--- config.mk ---
export PLATFORM = sky130hd
export DESIGN_NAME = oc8051_priv_gate_ctrl_flat
export DESIGN_NICKNAME = d
export VERILOG_FILES = /design/src/rtl/oc8051_priv_gate_ctrl_pkg.sv /design/src/rtl/oc8051_priv_gate_ctrl_if.sv /design/src/rtl/oc8051_priv_lifo.sv /design/src/rtl/oc8051_priv_gate_ctrl.sv /design/src/flat_wrapper.sv
export SDC_FILE = /design/constraint.sdc
export NUM_CORES = 1
export LEC_CHECK = 0
export CAP_MARGIN = 40
export CORE_MARGIN = 2
export CORE_UTILIZATION = 45
export CTS_BUF_LIST = sky130_fd_sc_hd__clkbuf_16
export CTS_CLUSTER_DIAMETER = 80
export DETAILED_ROUTE_END_ITERATION = 7
export GPL_TIMING_DRIVEN = 0
export PLACE_DENSITY_LB_ADDON = 0.15
export SYNTH_ARGS = -nofsm -noshare
export SYNTH_HDL_FRONTEND = slang
export SYNTH_HIERARCHICAL = 1
export SYNTH_SLANG_ARGS = --single-unit
--- constraint.sdc ---
create_clock -name clk -period 6.9 [get_ports clk]
set_input_delay 1.035 -clock clk [delete_from_list [all_inputs] [get_ports clk]]
set_output_delay 1.035 -clock clk [all_outputs]
set_load 0.01 [all_outputs]
--- src/rtl/oc8051_priv_gate_ctrl_pkg.sv ---
// Shared types and constants for the supervisor gate controller.
// Latency: n/a (definitions only); backpressure: n/a.
package oc8051_priv_pkg;

    typedef enum logic {
        RUN   = 1'b0,
        FAULT = 1'b1
    } state_t;

    localparam logic [1:0] FLT_NONE = 2'b00;
    localparam logic [1:0] FLT_OVF  = 2'b01;
    localparam logic [1:0] FLT_UNF  = 2'b10;
    localparam logic [1:0] FLT_SIM  = 2'b11;

    localparam int DEF_NUM_GATES  = 4;
    localparam int DEF_LIFO_DEPTH = 8;
    localparam int DEF_CD_W       = 8;

endpackage

--- src/rtl/oc8051_priv_gate_ctrl_if.sv ---
// Commit-event, gate-table config and privilege-pulse signals of the gate controller.
// Latency: n/a (wiring only); backpressure: none, events are always accepted.
interface oc8051_priv_gate_ctrl_if #(
    parameter int NUM_GATES  = 4,
    parameter int LIFO_DEPTH = 8
);
    logic                           call_valid;
    logic [15:0]                    call_target;
    logic                           ret_valid;
    logic                           cfg_we;
    logic [$clog2(NUM_GATES)-1:0]   cfg_idx;
    logic [15:0]                    cfg_addr;
    logic                           cfg_lock;
    logic                           enter_su_mode;
    logic                           leave_su_mode;
    logic                           su_active;
    logic [$clog2(LIFO_DEPTH):0]    frame_depth;
    logic                           fault;
    logic [1:0]                     fault_code;

    modport master (
        output call_valid, call_target, ret_valid,
        output cfg_we, cfg_idx, cfg_addr, cfg_lock,
        input  enter_su_mode, leave_su_mode, su_active, frame_depth, fault, fault_code
    );

    modport slave (
        input  call_valid, call_target, ret_valid,
        input  cfg_we, cfg_idx, cfg_addr, cfg_lock,
        output enter_su_mode, leave_su_mode, su_active, frame_depth, fault, fault_code
    );
endinterface

--- src/rtl/oc8051_priv_lifo.sv ---
// Stack of call-depth values marking where each open gate frame began.
// Latency: push/pop visible next cycle; no backpressure, caller guards full/empty.
module oc8051_priv_lifo #(
    parameter int DEPTH = 8,
    parameter int W     = 8
) (
    input  logic                      clk,
    input  logic                      rst,
    input  logic                      push,
    input  logic                      pop,
    input  logic [W-1:0]              push_dat,
    output logic [W-1:0]              top,
    output logic [$clog2(DEPTH):0]    count,
    output logic                      full,
    output logic                      empty
);
    localparam int AW    = $clog2(DEPTH);
    localparam int CNT_W = AW + 1;

    logic [W-1:0]     mem [DEPTH];
    logic [CNT_W-1:0] cnt_q;
    logic [AW-1:0]    wr_idx;
    logic [AW-1:0]    top_idx;

    assign wr_idx  = AW'(cnt_q);
    assign top_idx = AW'(cnt_q - CNT_W'(1));

    // Push wins over pop so the two can never act in the same cycle.
    always_ff @(posedge clk) begin
        if (rst) begin
            cnt_q <= '0;
        end else if (push && !full) begin
            mem[wr_idx] <= push_dat;
            cnt_q       <= cnt_q + CNT_W'(1);
        end else if (pop && !empty) begin
            cnt_q <= cnt_q - CNT_W'(1);
        end
    end

    assign top   = mem[top_idx];
    assign count = cnt_q;
    assign full  = (cnt_q == CNT_W'(DEPTH));
    assign empty = (cnt_q == '0);

endmodule

--- src/rtl/oc8051_priv_gate_ctrl.sv ---
// Raises/drops supervisor mode on calls into and returns out of registered gate addresses.
// Latency: 1 cycle from committed event to pulse/status; no backpressure, one event per cycle.
module oc8051_priv_gate_ctrl
    import oc8051_priv_pkg::*;
#(
    parameter int NUM_GATES  = DEF_NUM_GATES,
    parameter int LIFO_DEPTH = DEF_LIFO_DEPTH,
    parameter int CD_W       = DEF_CD_W
) (
    input  logic                    clk,
    input  logic                    rst,
    oc8051_priv_gate_ctrl_if.slave  bus
);
    localparam int DEP_W = $clog2(LIFO_DEPTH) + 1;

    state_t                 state_q, state_d;
    logic [1:0]             fault_code_q, fault_code_d;
    logic [CD_W-1:0]        call_depth, call_depth_d;
    logic [15:0]            gate_addr [NUM_GATES];
    logic [NUM_GATES-1:0]   gate_valid;
    logic                   locked;
    logic                   enter_q, enter_d;
    logic                   leave_q, leave_d;
    logic                   cfg_ok;
    logic                   hit;
    logic                   push, pop;
    logic [CD_W-1:0]        lifo_top;
    logic [DEP_W-1:0]       lifo_count;
    logic                   lifo_full, lifo_empty;

    // Hit uses the registered table, so a same-cycle cfg write is not seen yet.
    always_comb begin
        hit = 1'b0;
        for (int i = 0; i < NUM_GATES; i++) begin
            if (gate_valid[i] && (gate_addr[i] == bus.call_target)) begin
                hit = 1'b1;
            end
        end
    end

    always_comb begin
        state_d      = state_q;
        fault_code_d = fault_code_q;
        call_depth_d = call_depth;
        push         = 1'b0;
        pop          = 1'b0;
        enter_d      = 1'b0;
        leave_d      = 1'b0;
        cfg_ok       = 1'b0;
        case (state_q)
            RUN: begin
                cfg_ok = 1'b1;
                if (bus.call_valid && bus.ret_valid) begin
                    state_d      = FAULT;
                    fault_code_d = FLT_SIM;
                end else if (bus.call_valid && ((hit && lifo_full) || (&call_depth))) begin
                    state_d      = FAULT;
                    fault_code_d = FLT_OVF;
                end else if (bus.ret_valid && (call_depth == '0)) begin
                    state_d      = FAULT;
                    fault_code_d = FLT_UNF;
                end else if (bus.call_valid) begin
                    push         = hit;
                    enter_d      = hit;
                    call_depth_d = call_depth + CD_W'(1);
                end else if (bus.ret_valid) begin
                    // Only the return that brings depth back to the frame's entry depth closes it.
                    pop          = !lifo_empty && ((call_depth - CD_W'(1)) == lifo_top);
                    leave_d      = pop;
                    call_depth_d = call_depth - CD_W'(1);
                end
            end
            FAULT: begin
            end
            default: begin
                state_d = FAULT;
            end
        endcase
    end

    always_ff @(posedge clk) begin
        if (rst) begin
            state_q      <= RUN;
            fault_code_q <= FLT_NONE;
            call_depth   <= '0;
            enter_q      <= 1'b0;
            leave_q      <= 1'b0;
        end else begin
            state_q      <= state_d;
            fault_code_q <= fault_code_d;
            call_depth   <= call_depth_d;
            enter_q      <= enter_d;
            leave_q      <= leave_d;
        end
    end

    // A write issued together with the lock still lands before the table freezes.
    always_ff @(posedge clk) begin
        if (rst) begin
            gate_valid <= '0;
            locked     <= 1'b0;
            for (int i = 0; i < NUM_GATES; i++) begin
                gate_addr[i] <= '0;
            end
        end else if (cfg_ok && !locked) begin
            if (bus.cfg_we) begin
                gate_addr[bus.cfg_idx]  <= bus.cfg_addr;
                gate_valid[bus.cfg_idx] <= 1'b1;
            end
            if (bus.cfg_lock) begin
                locked <= 1'b1;
            end
        end
    end

    oc8051_priv_lifo #(
        .DEPTH (LIFO_DEPTH),
        .W     (CD_W)
    ) u_lifo (
        .clk      (clk),
        .rst      (rst),
        .push     (push),
        .pop      (pop),
        .push_dat (call_depth),
        .top      (lifo_top),
        .count    (lifo_count),
        .full     (lifo_full),
        .empty    (lifo_empty)
    );

    assign bus.enter_su_mode = enter_q;
    assign bus.leave_su_mode = leave_q;
    assign bus.frame_depth   = lifo_count;
    assign bus.su_active     = (lifo_count != '0) && (state_q == RUN);
    assign bus.fault         = (state_q == FAULT);
    assign bus.fault_code    = fault_code_q;

endmodule

--- src/flat_wrapper.sv ---
// flat-port wrapper written by rule: the top's interface ports become plain ports
module oc8051_priv_gate_ctrl_flat import oc8051_priv_pkg::*;
#(
    parameter int NUM_GATES  = DEF_NUM_GATES,
    parameter int LIFO_DEPTH = DEF_LIFO_DEPTH,
    parameter int CD_W       = DEF_CD_W
)
  (clk, rst, bus_call_valid, bus_call_target, bus_ret_valid, bus_cfg_we, bus_cfg_idx, bus_cfg_addr, bus_cfg_lock, bus_enter_su_mode, bus_leave_su_mode, bus_su_active, bus_frame_depth, bus_fault, bus_fault_code);
  oc8051_priv_gate_ctrl_if #(.NUM_GATES(NUM_GATES), .LIFO_DEPTH(LIFO_DEPTH)) bus_i ();
  input  logic clk;
  input  logic rst;
  input wire logic [$bits(bus_i.call_valid)-1:0] bus_call_valid;
  input wire logic [$bits(bus_i.call_target)-1:0] bus_call_target;
  input wire logic [$bits(bus_i.ret_valid)-1:0] bus_ret_valid;
  input wire logic [$bits(bus_i.cfg_we)-1:0] bus_cfg_we;
  input wire logic [$bits(bus_i.cfg_idx)-1:0] bus_cfg_idx;
  input wire logic [$bits(bus_i.cfg_addr)-1:0] bus_cfg_addr;
  input wire logic [$bits(bus_i.cfg_lock)-1:0] bus_cfg_lock;
  output wire logic [$bits(bus_i.enter_su_mode)-1:0] bus_enter_su_mode;
  output wire logic [$bits(bus_i.leave_su_mode)-1:0] bus_leave_su_mode;
  output wire logic [$bits(bus_i.su_active)-1:0] bus_su_active;
  output wire logic [$bits(bus_i.frame_depth)-1:0] bus_frame_depth;
  output wire logic [$bits(bus_i.fault)-1:0] bus_fault;
  output wire logic [$bits(bus_i.fault_code)-1:0] bus_fault_code;
  assign bus_i.call_valid = bus_call_valid;
  assign bus_i.call_target = bus_call_target;
  assign bus_i.ret_valid = bus_ret_valid;
  assign bus_i.cfg_we = bus_cfg_we;
  assign bus_i.cfg_idx = bus_cfg_idx;
  assign bus_i.cfg_addr = bus_cfg_addr;
  assign bus_i.cfg_lock = bus_cfg_lock;
  assign bus_enter_su_mode = bus_i.enter_su_mode;
  assign bus_leave_su_mode = bus_i.leave_su_mode;
  assign bus_su_active = bus_i.su_active;
  assign bus_frame_depth = bus_i.frame_depth;
  assign bus_fault = bus_i.fault;
  assign bus_fault_code = bus_i.fault_code;
  oc8051_priv_gate_ctrl #(.NUM_GATES(NUM_GATES), .LIFO_DEPTH(LIFO_DEPTH), .CD_W(CD_W)) u_core (.clk(clk), .rst(rst), .bus(bus_i));
endmodule
==> metrics.csv <==
stage;metric;value;unit
floorplan;io_pins;50;
yosys;yosys_warnings;6;
route;drt_wl_total;18900;um
route;first_iter_violations;432;
layout;fill_cells;1408;
cts;clock-sinks;150;
cts;cts_tree;done;
yosys;syn_nets;636;
floorplan;start_util;0.459;
layout;drive_above_1_share;0.130;
global_routing;antenna_found_initial;0;
yosys;synthCells;590;
layout;nNetsFinal;703;
yosys;ys.flop_type;edfxtp_1;
route;vias;5136;
pwr;power.density;283;nW/um2
yosys;netlist_area;7550;um2
sta;max_freq;201;MHz
global_routing;grt_max_degree;17;
yosys;synth-seq-cells;150;
cts;numCtsBuffers;17;
critical_path;endpoint_kind;flip-flop;
pwr;ir_drop;0.186;mV
critical_path;cp.arrival;5.09;ns
cts;path_clk_slew;0.06;ns
cts;htree_levels;4;
sta;finalHoldViolations;0;
hold_path;hold_path.class;flip-flop to flip-flop;
route;post-route-drc-count;0;
route;ant_nets;0;
sta;fin_crit;4.96;ns
critical_path;path_class;input pin to flip-flop;
floorplan;num_rows;47;
pwr;p_leak;0.00312;uW
layout;diodes;0;
global_routing;grt_pass1_vias;5079;
critical_path;crit_fanout;6;
cts;clockBufferDepth;2;
placement;io_buffer_count;46;
status;run_status;finished, final reports clean;
sta;rsz0062_at_grt;false;
yosys;synth_cell_type_count;67;
route;viasPerCell;5.77;
cts;clkLatencyLatePin;0.42;ns
cts;cts_root_buffer;clkbuf_16;
sta;relSlewSlack;0.425;
yosys;synthArstFlopShare;0;
sta;tns;0;ns
floorplan;coreArea;16500;um2
cts;holdBufCountCts;0;
global_routing;grtUsageTotal;0.222;
layout;final_common_cell;edfxtp_1;
placement;gp_congestion;0.903;
cts;cts_resized;0;
sta;setup_viol;0;
run;drv_cap;0;
route;wl_per_cell;21.2;um
sta;drv_slew;0;
global_routing;grt_pass1_wl;29200;um
placement;dp_cells;858;
layout;fin_util;0.540;
sta;worst_pin_slew;0.860;ns
global_routing;overflow;0;
floorplan;die_h;134;um
layout;final_cell_mix;edfxtp_1, and2_1, clkdlybuf4s50_1, xnor2_1, nand2_1;
layout;final-instance-count-excl-fill;890;
floorplan;die_w;134;um
sta;fin_crit_sh;0.719;
yosys;synth_edf_count;128;
yosys;ys_seq_area_frac;0.567;
layout;areaGrowthSynthToFinish;17.7;%
cts;post_cts_buffers;0;
sta;finalClockSkew;0.0122;ns
critical_path;required;7.02;ns
route;drt_first_pass_iters;5;
floorplan;die-area;17800;um2
yosys;synth.avg_cell_area;12.8;um2
critical_path;critPathLaunchType;input pin;
placement;hpwlAfterDp;13600;um
## worst max-delay path, stage by stage
cell	delay, ns
clkdlybuf4s50_1	0.52
xor2_1	0.26
nor4_1	0.36
nand2_1	0.09
nor4_1	0.38
nor4_1	0.20
nor3_1	0.58
inv_1	0.22
or4_4	0.55
nor3_1	0.60
buf_2	0.30
## cells in the mapped netlist (3+ instances only)
cell type	count	area [um2]
xor2_1	27	236
mux4_1	5	131
edfxtp_1	128	3840
o2111ai_1	3	26.3
nor4b_1	9	78.8
mux2i_1	3	30.0
a21oi_1	14	70.1
nand2b_1	4	25.0
clkbuf_1	15	56.3
mux2_2	9	101
and2_1	50	313
or2_2	7	43.8
inv_1	11	41.3
a21o_1	4	30.0
buf_6	3	33.8
o31ai_1	4	30.0
mux4_2	11	248
o21ai_0	9	45.0
nand3_1	18	90.1
nand2_1	33	124
nand4_1	10	62.6
ha_1	6	75.1
buf_2	6	30.0
and3_1	22	138
nor4_1	16	100
or3_1	4	25.0
nor2_1	24	90.1
a211o_1	3	26.3
dfxtp_1	22	440
nor3_1	15	75.1
a31oi_1	8	50.1
xnor2_1	46	403
## cells by family (layout without fill, tap and decap cells)
family                     Yosys count  after routing  share of synthesized area
and+or+nand+nor                    231            231                      0.179
DFF                                150            150                      0.567
xor gates and xnor gates            74             74                     0.0883
AOI/OAI and AO/OA                   64             64                     0.0650
buffers and inverters               37            117                     0.0227
muxes                               28             28                     0.0676
adders and majority gates            6              6                    0.00994
## sequential cells by signal, summed over array words and instances, names as in the netlist
signal                    count
u_core/call_depth             8
u_core/bus.leave_su_mode      1
u_core/gate_addr             64
u_core/u_lifo/mem            64
u_core/bus.enter_su_mode      1
u_core/bus.fault              1
u_core/u_lifo/count           4
u_core/bus.fault_code         2
u_core/gate_valid             4
u_core/locked                 1
## path summary, 6_finish.rpt
| check | startpoint | end | slack [ns] | depth (start not counted) |
|---|---|---|---|---|
| setup reg to reg | u_core/call_depth[0]$_SDFFE_PP0P_ | u_core/u_lifo/mem[1][2]$_DFFE_PP_ | 2.49 | 11 |
| hold reg to reg | u_core/gate_valid[2]$_SDFFE_PP0P_ | u_core/gate_valid[2]$_SDFFE_PP0P_ | 0.48 | 1 |
| hold / removal | u_core/gate_valid[2]$_SDFFE_PP0P_ | u_core/gate_valid[2]$_SDFFE_PP0P_ | 0.48 | 1 |
| setup / recovery | bus_call_target[10] | u_core/u_lifo/mem[1][2]$_DFFE_PP_ | 1.94 | 11 |
## final cells by class
cell class,instances,area [um2],area share
Multi-Input combinational cell,403,3100,0.348
Buffer,26,130,0.0146
Timing Repair Buffer,48,470,0.0529
Sequential cell,150,4280,0.482
Tap cell,220,275,0.0310
Inverter,11,41.3,0.00465
Clock inverter,15,165,0.0186
Clock buffer,17,425,0.0479
## per-stage QoR
stage,setup WS [ns],total power [uW],hold slack (ns),area [um2]
CTS,1.90,2520,0.486,8890
detailed placement,1.48,1590,0.462,8300
global placement,1.39,1580,0.464,8290
finish,1.94,2510,0.482,8890
floorplan,2.95,1420,0.441,7550
global route,1.64,2610,0.509,8890
## power breakdown
| group | internal [uW] | switching (uW) |
|---|---|---|
| combinational | 173 | 256 |
| clock | 542 | 386 |
| sequential | 1070 | 85.2 |
## metal layers
layer / share of wire / global-route usage / up-vias / wire [um]
li1: - / - / 2357 / -
met1: 0.45 / 0.319 / 2548 / 8540
met2: 0.45 / 0.339 / 207 / 8590
met3: 0.081 / 0.0556 / 24 / 1530
met4: 0.011 / 0.0538 / 0 / 217
met5: 0 / 0 / - / 0
(Power assumes the default switching activity.)
